File: config.mk
export PLATFORM = sky130hd
export DESIGN_NAME = dvi_pattern_gen
export DESIGN_NICKNAME = d
export VERILOG_FILES = /design/src/rtl/dvi_pattern_gen.sv
export SDC_FILE = /design/constraint.sdc
export NUM_CORES = 1
export LEC_CHECK = 0
export BUFFER_PORTS_ARGS = -buffer_cell sky130_fd_sc_hd__buf_2
export CAP_MARGIN = 0
export CORE_MARGIN = 2
export CORE_UTILIZATION = 53
export CTS_BUF_LIST = sky130_fd_sc_hd__clkbuf_8
export DETAILED_ROUTE_END_ITERATION = 8
export GPL_ROUTABILITY_DRIVEN = 0
export GPL_TIMING_DRIVEN = 1
export PLACE_DENSITY = 0.78
export SYNTH_ARGS = -nofsm -noshare
export SYNTH_HDL_FRONTEND = slang
export SYNTH_SLANG_ARGS = --single-unit
File: constraint.sdc
create_clock -name CLK -period 2.6 [get_ports CLK]
set_input_delay 0.52 -clock CLK [delete_from_list [all_inputs] [get_ports CLK]]
set_output_delay 0.52 -clock CLK [all_outputs]
set_load 0.005 [all_outputs]
File: src/rtl/dvi_pattern_gen.sv
// DVI test-pattern colour generator: per-frame mode/frame-counter register,
// four selectable patterns, DE/mask override, fixed 2-cycle registered latency.
module dvi_pattern_gen #(
    parameter int CW        = 6,
    parameter int XW        = 11,
    parameter int YW        = 10,
    parameter int FW        = 11,
    parameter int BAND1_Y   = 200,
    parameter int BAND2_Y   = 400,
    parameter int SPLIT_X   = 512,
    parameter int BAR_SHIFT = 7,
    parameter int CHK_SHIFT = 4
) (
    input  logic            CLK,
    input  logic            RESET_N,
    input  logic [XW-1:0]   X,
    input  logic [YW-1:0]   Y,
    input  logic            DE,
    input  logic            FRAME_START,
    input  logic [1:0]      MODE_REQ,
    input  logic            FREEZE,
    input  logic [3*CW-1:0] SOLID_RGB,
    input  logic            MASK,
    input  logic            LIGHT,
    output logic [CW-1:0]   R,
    output logic [CW-1:0]   G,
    output logic [CW-1:0]   B,
    output logic            DE_OUT,
    output logic [FW-1:0]   FRAME,
    output logic [1:0]      MODE
);
    // Only the low bits of X+FRAME are ever observed, so the sum is kept just
    // wide enough for the colour value and the checker select bit.
    localparam int SW = (CW > CHK_SHIFT + 1) ? CW : CHK_SHIFT + 1;
    localparam logic [YW-1:0] BAND1 = YW'(BAND1_Y);
    localparam logic [YW-1:0] BAND2 = YW'(BAND2_Y);
    localparam logic [XW-1:0] SPLIT = XW'(SPLIT_X);
    localparam logic [CW-1:0] ONES  = '1;
    localparam logic [CW-1:0] ZERO  = '0;

    logic [FW-1:0]   frame_q, frame_d;
    logic [1:0]      mode_q, mode_d;
    logic [1:0]      de_pipe_q;
    logic            mask_q, light_q;
    logic [3*CW-1:0] col_q, col_d;
    logic [3*CW-1:0] rgb_q, rgb_d;

    logic [SW-1:0]   xf;
    logic [CW-1:0]   yf;
    logic [2:0]      bar_idx;
    logic            chk;

    always_comb begin
        frame_d = frame_q;
        mode_d  = mode_q;
        if (FRAME_START) begin
            mode_d = MODE_REQ;
            if (!FREEZE) frame_d = frame_q + FW'(1);
        end
    end

    assign xf      = SW'(X) + SW'(frame_q);
    assign yf      = CW'(Y) + CW'(frame_q);
    assign bar_idx = X[BAR_SHIFT+2:BAR_SHIFT];
    assign chk     = xf[CHK_SHIFT] ^ Y[CHK_SHIFT];

    always_comb begin
        col_d = '0;
        case (mode_q)
            2'd0: begin
                if (Y < BAND1)
                    col_d = (X[0] ^ Y[0]) ? {ONES, ONES, ONES} : '0;
                else if (Y < BAND2)
                    col_d = (X < SPLIT) ? {ZERO, xf[CW-1:0], ZERO} : {yf, ZERO, ZERO};
                else
                    col_d = {CW'(X), CW'(X), yf};
            end
            2'd1: col_d = {{CW{~bar_idx[1]}}, {CW{~bar_idx[2]}}, {CW{~bar_idx[0]}}};
            2'd2: col_d = SOLID_RGB;
            default: col_d = chk ? {ONES, ONES, ONES} : '0;
        endcase
    end

    always_comb begin
        rgb_d = col_q;
        if (!de_pipe_q[0])
            rgb_d = '0;
        else if (mask_q)
            rgb_d = {3*CW{light_q}};
    end

    always_ff @(posedge CLK or negedge RESET_N) begin
        if (!RESET_N) begin
            frame_q   <= '0;
            mode_q    <= '0;
            de_pipe_q <= '0;
            mask_q    <= 1'b0;
            light_q   <= 1'b0;
            col_q     <= '0;
            rgb_q     <= '0;
        end else begin
            frame_q   <= frame_d;
            mode_q    <= mode_d;
            de_pipe_q <= {de_pipe_q[0], DE};
            mask_q    <= MASK;
            light_q   <= LIGHT;
            col_q     <= col_d;
            rgb_q     <= rgb_d;
        end
    end

    assign R      = rgb_q[3*CW-1:2*CW];
    assign G      = rgb_q[2*CW-1:CW];
    assign B      = rgb_q[CW-1:0];
    assign DE_OUT = de_pipe_q[1];
    assign FRAME  = frame_q;
    assign MODE   = mode_q;
endmodule

; Word-level counts from Yosys, hierarchy flattened
; Cells that the tools add are included.
[op_classes]
n_bitwise = 6
muxes = 8
add_sub_neg = 3
n_reduce_logical = 2
multipliers = 0
div = 0
order_cmp = 3
shifts = 0
n_eq_ne = 2
[op_table]
columns = operator, n
row1 = 18-bit 2-to-1 mux, 7
row2 = 18-bit case mux with 3 select lines, 1
row3 = 6-bit adder, 2
row4 = "11-bit by 1-bit adder with 11-bit output, second input constant", 1
row5 = "11-bit by 10-bit < comparator with 1-bit output, second input constant", 1
row6 = "10-bit by 8-bit < comparator with 1-bit output, second input constant", 1
row7 = "10-bit by 9-bit < comparator with 1-bit output, second input constant", 1
row8 = 1-bit inverter, 4
row9 = "2-bit by 1-bit == test with 1-bit output, second input constant", 1
row10 = "2-bit == test, second input constant", 1
row11 = 2-bit logical NOT, 1
row12 = 2-bit AND reduction, 1
row13 = 1-bit XOR, 2
[word_totals]
rom_bits = 0
ramBits = 0
memories = 0
out_inout_bits = 32
elab_cells = 31
latchBits = 0
register_bits = 53
input_bits = 48

; Depth between registers and ports, before layout
; Gate-level depths: netlist (run 1).
[logic_depth]
word_depth = 5
mapped_depth = 7
mapped_depth_nobuf = 7

; Worst setup path before layout (run 1)
; Ideal clock, no wire load.
[synth_path]
path_type = in2reg
from = input Y[0]
to = register col_q[16]
required_ps = 2474
n_path_buf = 0
path_stages = 7
arrival_ps = 1861
setup_slack_ps = 613
setup_ps = 126
path_cell_list = ha_1 -> fa_1 -> a21o_1 -> a21oi_1 -> xnor2_1 -> a221oi_1 -> nand2_1
[synth_between]
elab_chain_cells = 5
word_cells_on_any_way = 9
classes_between = add/sub (1) / order compare (2) / mux (5) / bitwise (1)
[synth_lines]
columns = item, line
row1 = from (decl), 17  ; input logic [YW-1:0] Y,
row2 = 6-bit adder, 63  ; assign yf = CW'(Y) + CW'(frame_q);
row3 = 18-bit 2-to-1 mux, 74  ; col_d = (X < SPLIT) ? {ZERO, xf[CW-1:0], ZERO} : {yf, ZERO, ZERO};
row4 = 18-bit 2-to-1 mux, 73  ; else if (Y < BAND2)
row5 = 18-bit 2-to-1 mux (*), 71  ; if (Y < BAND1)
row6 = 18-bit case mux with 3 select lines (*), 69  ; case (mode_q)
row7 = net col_d[16], 45  ; logic [3*CW-1:0] col_q, col_d;
row8 = to (signal assigned), 107  ; col_q <= col_d;
row9 = to (decl), 45
; Mark *: on every way through the listed nets, which the timed path passes. The rest lies on a longest branch.
; A chain may end at the register's enable or synchronous reset.

; Worst setup path after layout (run 1)
[layout_path]
from = register frame_q[0], in the netlist FRAME[0]
to = register col_q[0]
[layout_between]
elab_chain_cells = 4
word_cells_on_any_way = 7
classes_between = add/sub (2) / mux (4) / bitwise (1)
[layout_lines]
columns = item, line
row1 = from (decl), 41  ; logic [FW-1:0] frame_q, frame_d;
row2 = from (signal assigned), 102  ; frame_q <= frame_d;
row3 = "6-bit adder, on equally long branches", "62, 63"
row4 = 1-bit XOR / 18-bit 2-to-1 mux (equally long branches), "65, 73"
row5 = "18-bit 2-to-1 mux, on equally long branches", "80, 71"
row6 = 18-bit case mux with 3 select lines (*), 69
row7 = net col_d[0], 45
; Marked as above.

==> results of run 1 <==
## worst max-delay path: cells and delay by family (launching register included)
family | cells | cell delay [ps]
AOI/OAI and AO/OA | 2 | 270
adders and majority gates | 2 | 680
DFF | 1 | 460
and+or+nand+nor | 3 | 670
## Yosys cell counts, types with 3 or more instances
cell type	n
nand2b_1	22
nand3b_1	4
nor2_1	12
a21oi_1	13
clkbuf_1	8
a221oi_1	3
dfrtp_1	53
a21boi_0	19
mux2_2	3
ha_1	11
o211ai_1	7
a31oi_1	3
nand2_1	23
o21ai_0	4
xor2_1	7
or2_2	3
a21o_1	8
nand3_1	12
xnor2_1	14
## report_power, final
group / internal (mW) / switching (mW) / total (mW)
Combinational: 0.452 / 0.506 / 0.958
Sequential: 0.987 / 0.135 / 1.12
Clock: 0.186 / 0.261 / 0.447
## through the flow
| stage | power (mW) | hold WS (ps) |
|---|---|---|
| after floorplan | 1.78 | 224 |
| after global placement | 2.07 | 454 |
| after detailed placement | 2.09 | 461 |
| after CTS | 2.53 | 134 |
| after global routing | 2.71 | 138 |
| final | 2.53 | 124 |
## flip-flops by register name, indices dropped and copies added (netlist names)
name and count:
col_q 18, rgb_q 18, FRAME 11, MODE 2
de_pipe_q 2, light_q 1, mask_q 1
## logic make-up after synthesis
logic type	share of synthesized area, %
xor+xnor	6.55
flops	47.3
compound gates	19.6
mux	1.20
buf+inv	1.74
simple gates	17.3
fa+ha+maj	6.33
## final timing paths
| kind | cells past startpoint | end | slack (ps) | from |
|---|---|---|---|---|
| setup / recovery | 7 | col_q[0] | 430 | FRAME[0] |
| hold / removal | 1 | rgb_q[16] | 120 | RESET_N |
| setup reg to reg | 7 | col_q[0] | 430 | FRAME[0] |
| hold reg to reg | 1 | FRAME[10] | 470 | FRAME[10] |
| max in group asynchronous | 2 | rgb_q[9] | 1730 | RESET_N |
| min in group CLK | 1 | light_q | 320 | LIGHT |
## routing by layer
metal	share of wire [%]	track usage, %	wire (um)	vias up
met5	0	0	0	-
met4	0.84	4.36	46	0
met3	5.9	3.76	320	5
met2	49	35.6	2700	74
met1	44	24.1	2400	990
li1	-	-	-	1109
## final cells by class
| cell class | count | share of cell area (%) |
|---|---|---|
| Tap cell | 70 | 2.61 |
| Clock buffer | 5 | 2.05 |
| Multi-Input combinational cell | 201 | 42.7 |
| Clock inverter | 3 | 0.560 |
| Sequential cell | 53 | 39.6 |
| Inverter | 2 | 0.224 |
| Timing Repair Buffer | 81 | 12.3 |
==> flow_summary_export.csv, run 1 <==
group,metric,value,unit
status,status,"finished, final reports clean",
power,power.leakage,1.63,nW
global_route,grt_pass1_wl,9.28,mm
global_route,track_usage,19.6,%
synth,synth-main-ff-cell,"dfrtp_1",
clock_tree,cts_hold_buf,0,
finish,drive_gt1_share,29.0,%
timing,slew_viol_final,0,
finish,post-route-util,65.7,%
timing,setup_viol,0,
finish,fin_area,3350,um^2
synth,ys_ff_latch,53,
detailed_routing,routedWlPerCell,13.2,um
placed_design,dp_worst_setup_slack,274,ps
synth,netlist_area,2810,um^2
synth,yosysWarnings,0,
global_route,grt_pass1_vias,2085,
timing,tns,0,ps
placed_design,placed_cell_area,3270,um^2
clock_tree,clk_latency,300,ps
setup_path,end_kind,"register",
clock_tree,cts_setup_buffers,0,
synth,synth.net_count,326,
finish,final_common_cell,"buf_2",
timing,relSlewSlack,39.7,%
setup_path,cp_max_fo,6,
finish,multi_input_area,1430,um^2
floorplan,rows,26,
clock_tree,cts_root_buffer,"clkbuf_8",
synth,synth_edf_count,0,
timing,min_period_over_period,83.4,%
timing,period_needed,2170,ps
synth,synth_top_area_share,47.3,%
synth,syn_area_per_cell,10.6,um^2
clock_tree,cts.sinks,53,
clock_tree,ctsResizeCount,0,
detailed_routing,dr.pass1.iters,4,
timing,worst_pin_slew,903,ps
clock_tree,cts.reportedPaths.clkPinSlew,90,ps
synth,synth.largest_area_cell,"dfrtp_1",
setup_path,critPathRequiredTime,2820,ps
setup_path,worstSetupStartpointType,"register",
clock_tree,clockBufferDepth,2,
setup_path,slowest_stage,"dfrtp_1",
timing,layout_setup_ws,431,ps
setup_path,cpMostUsedCell,"nand3_1",
finish,instances_no_fill,415,
clock_tree,h-tree-depth,2,
timing,skew,5.10,ps
timing,rsz0062_at_grt,"no",
power,ir_drop,0.493,mV
finish,nets,405,
detailed_routing,drt_iter0_markers,51,
synth,synthCells,265,
clock_tree,tritoncts,"built",
floorplan,dieHeight,76.8,um
detailed_routing,via_per_inst,5.25,
clock_tree,cts-buffers-inserted,5,
synth,seq_area_frac_synth,47.3,%
synth,async_reset_ff_share,100,%
setup_path,crit_chain,"ha_1 -> fa_1 -> nand3_1 -> a22oi_1 -> nor2_1 -> nand3_1 -> o211ai_1",
floorplan,start_util,54.9,%
finish,regArea,1330,um^2
finish,syn2layout_area_growth,19.5,%
run,drv_cap,0,
detailed_routing,ant_nets,0,
placed_design,numPortBuffers,78,
global_route,antenna_found_initial,0,
placed_design,hpwl,4.36,mm
finish,layout_common_cells,"buf_2, dfrtp_1, nand2_1",
floorplan,die_x,76.8,um
timing,hold_viol,0,
floorplan,io_pins,80,
floorplan,core_area,5110,um^2
setup_path,crit_type,"reg -> reg",
setup_path,arrival,2390,ps
setup_path,cpPeakStageDelay,460,ps
global_route,grt-ovfl-total,0,
synth,ys_top_cells_by_area,"dfrtp_1, a21boi_0, ha_1",
detailed_routing,drc,0,
floorplan,die-area,5890,um^2
synth,synth.distinct_cells,47,
worst_hold_path,hp-class,"in -> async",
detailed_routing,vias,2178,
power,powerDensity,753,nW/um^2
finish,final.fill_count,444,
placed_design,dp.cells,407,
global_route,grt_max_degree,35,
timing,fmax,461,MHz
detailed_routing,wl,5.46,mm
finish,antenna_cells,0,
(Power assumes the default switching activity.)
==> run 2: changes to the inputs <==
--- a/config.mk
+++ b/config.mk
@@ -5,6 +5,7 @@
 export SDC_FILE = /design/constraint.sdc
 export NUM_CORES = 1
 export LEC_CHECK = 0
+export ABC_AREA = 1
 export BUFFER_PORTS_ARGS = -buffer_cell sky130_fd_sc_hd__buf_2
 export CAP_MARGIN = 0
 export CORE_MARGIN = 2
@@ -13,7 +14,7 @@
 export DETAILED_ROUTE_END_ITERATION = 8
 export GPL_ROUTABILITY_DRIVEN = 0
 export GPL_TIMING_DRIVEN = 1
-export PLACE_DENSITY = 0.78
+export PLACE_DENSITY = 0.77
 export SYNTH_ARGS = -nofsm -noshare
 export SYNTH_HDL_FRONTEND = slang
 export SYNTH_SLANG_ARGS = --single-unit
==> constraint.sdc (replaced) <==
create_clock -name CLK -period 2.1 [get_ports CLK]
set_input_delay 0.42 -clock CLK [delete_from_list [all_inputs] [get_ports CLK]]
set_output_delay 0.42 -clock CLK [all_outputs]
set_load 0.005 [all_outputs]
==> run 2 against run 1 <==
Compared with the run above:
- largest power group is now combinational logic
- worst setup slack got worse by 380 ps
- routed wire length increased by 35%
- largest cell class unchanged
- register-to-register slack got worse by 380 ps
- die area increased by 5.4%
- critical endpoint is now col_q[8]
- global-route usage increased by 3.6 points
==> flow_summary_export.csv, run 2 <==
group,metric,value,unit
finish,final_common_cell,"nand2_1",
floorplan,io_pins,80,
clock_tree,cts-buffers-inserted,5,
synth,netlist_area,2970,um^2
finish,post-route-util,67.3,%
clock_tree,clk_latency,310,ps
clock_tree,cts.sinks,53,
synth,ys_top_cells_by_area,"dfrtp_1, nand2_1, nand3_1",
synth,synth.largest_area_cell,"dfrtp_1",
finish,antenna_cells,0,
timing,slew_viol_final,0,
detailed_routing,via_per_inst,5.41,
setup_path,cpPeakStageDelay,400,ps
finish,nets,501,
timing,setup_viol,0,
setup_path,rr_endpoint,"col_q[8]",
setup_path,r2r_start,"FRAME[0]",
setup_path,worstSetupStartpointType,"register",
global_route,grt_pass1_wl,11.3,mm
timing,min_period_over_period,97.7,%
run,drv_cap,0,
global_route,grt-ovfl-total,0,
floorplan,die_x,78.8,um
status,status,"finished, final reports clean",
synth,async_reset_ff_share,100,%
setup_path,end_kind,"register",
setup_path,crit_chain,"ha_2 -> fa_2 -> nand2_2 -> nand2_1 -> a21oi_2 -> inv_1 -> nand2_2 -> nand2_2 -> nand2_4 -> nand4_4 -> nand4_1",
timing,period_needed,2050,ps
power,power,3.57,mW
setup_path,r2r_cells,11,
timing,fmax,488,MHz
synth,synth_commonest_cells,"nand2_1, dfrtp_1, nand3_1",
synth,synth_edf_count,0,
synth,synth_most_common_cell,"nand2_1",
detailed_routing,wl,7.36,mm
timing,timing.hold.ws,212,ps
timing,skew,5.10,ps
finish,drive_gt1_share,29.9,%
timing,worst_pin_slew,662,ps
clock_tree,cts_hold_buf,0,
global_route,track_usage,23.2,%
worst_hold_path,hp-class,"in -> async",
detailed_routing,vias,2777,
clock_tree,cts_root_buffer,"clkbuf_8",
floorplan,core_area,5440,um^2
setup_path,cpMostUsedCell,"nand2_2",
detailed_routing,routedWlPerCell,14.3,um
placed_design,hpwl,5.32,mm
clock_tree,clockBufferDepth,2,
setup_path,r2r_slack,50,ps
floorplan,rows,27,
setup_path,cp_max_fo,5,
power,ir_drop,0.606,mV
placed_design,numPortBuffers,78,
timing,relSlewSlack,55.9,%
finish,syn2layout_area_growth,23.4,%
synth,seq_area_frac_synth,44.7,%
timing,hold_viol,0,
synth,synthCells,354,
synth,ys_ff_latch,53,
power,powerDensity,975,nW/um^2
setup_path,slowest_stage,"dfrtp_1",
detailed_routing,drt_iter0_markers,214,
global_route,antenna_found_initial,0,
floorplan,die-area,6210,um^2
global_route,grt_max_degree,54,
synth,synth.distinct_cells,33,
detailed_routing,dr.pass1.iters,5,
clock_tree,h-tree-depth,2,
setup_path,critPathRequiredTime,2340,ps
synth,synth-main-ff-cell,"dfrtp_1",
setup_path,crit_type,"reg -> reg",
finish,layout_common_cells,"nand2_1, buf_2, dfrtp_1",
synth,syn_area_per_cell,8.38,um^2
setup_path,startpoint,"FRAME[0]",
clock_tree,cts.reportedPaths.clkPinSlew,100,ps
setup_path,critPathCapture,"col_q[8]",
detailed_routing,ant_nets,0,
global_route,grt_pass1_vias,2581,
synth,yosysWarnings,0,
synth,synth_top_area_share,44.7,%
clock_tree,tritoncts,"built",
synth,synth.net_count,415,
detailed_routing,drc,0,
floorplan,start_util,54.5,%
power,power.leakage,1.97,nW
floorplan,dieHeight,78.8,um
setup_path,arrival,2290,ps
==> run 2: cell types whose count changed in the layout (fill, tap and decap cells not counted), moves of 8 or more <==
cell / change
nand2b_1: -22
nand4_1: +14
nand2_1: +72
a21o_1: -8
inv_1: +23
a21boi_0: -19
a21oi_1: +15
nand3_1: +22
==> run 2: cell type report <==
class                   count  area [um^2]
fillers                   476         1780
multi-input cells         256         1530
flip-flops and latches     53         1330
repair buffers             88          465
inverters                  36          136
well taps                  72         90.1
clock buffers               5         68.8
clock inverters             3         43.8
==> run 2: per-stage QoR <==
step / area, um^2 / TNS, ps / worst slack [ps] / instances
floorplan: 2970 / 0 / 80.0 / 354
global placement: 3430 / -950 / -70.3 / 499
detailed placement: 3430 / -1660 / -117 / 499
CTS: 3540 / 0 / 25.0 / 507
global route: 3660 / -16.4 / -16.4 / 513
finish: 3660 / 0 / 49.2 / 513
==> run 2: timing repair <==
action	in CTS	in global routing
resized for setup	0	12
setup buffers	0	3
setup endpoints to repair	0	18
==> run 2: worst max-delay path, delay by kind of cell (launching register included) <==
kind            cells  cell delay [ps]
buf+inv             1               70
simple gates        7              780
compound gates      1              170
fa+ha+maj           2              540
flops               1              400
==> run 2: worst min path at each step <==
stage	to	slack, ps	depth (start not counted)
finish	de_pipe_q[1]	210	2
floorplan	FRAME[0]	120	0
global placement	de_pipe_q[1]	370	0
global route	light_q	200	1
detailed placement	de_pipe_q[1]	370	0
CTS	de_pipe_q[0]	210	1
==> run 2: layer usage <==
layer	GRT usage [%]	wire length, um
met1	28.6	2900
met3	4.43	523
met4	8.62	164
met5	0	0
met2	40.5	3780
==> run 2: report_power, final <==
part / internal, mW / leakage (nW) / total (mW) / switching [mW]
clock: 0.358 / 0.0585 / 0.712 / 0.355
sequential: 1.21 / 0.663 / 1.36 / 0.154
combinational: 0.627 / 1.25 / 1.50 / 0.872
==> run 2: logic make-up (layout without fill, tap and decap cells) <==
| kind of cell | Yosys count | in the layout | synth area share (%) |
|---|---|---|---|
| and+or+nand+nor | 185 | 188 | 31.1 |
| DFF | 53 | 53 | 44.7 |
| adders and majority gates | 13 | 13 | 5.99 |
| buffers and inverters | 48 | 132 | 6.92 |
| xor gates and xnor gates | 13 | 13 | 3.84 |
| muxes | 1 | 1 | 0.380 |
| AOI/OAI and AO/OA | 41 | 41 | 7.04 |
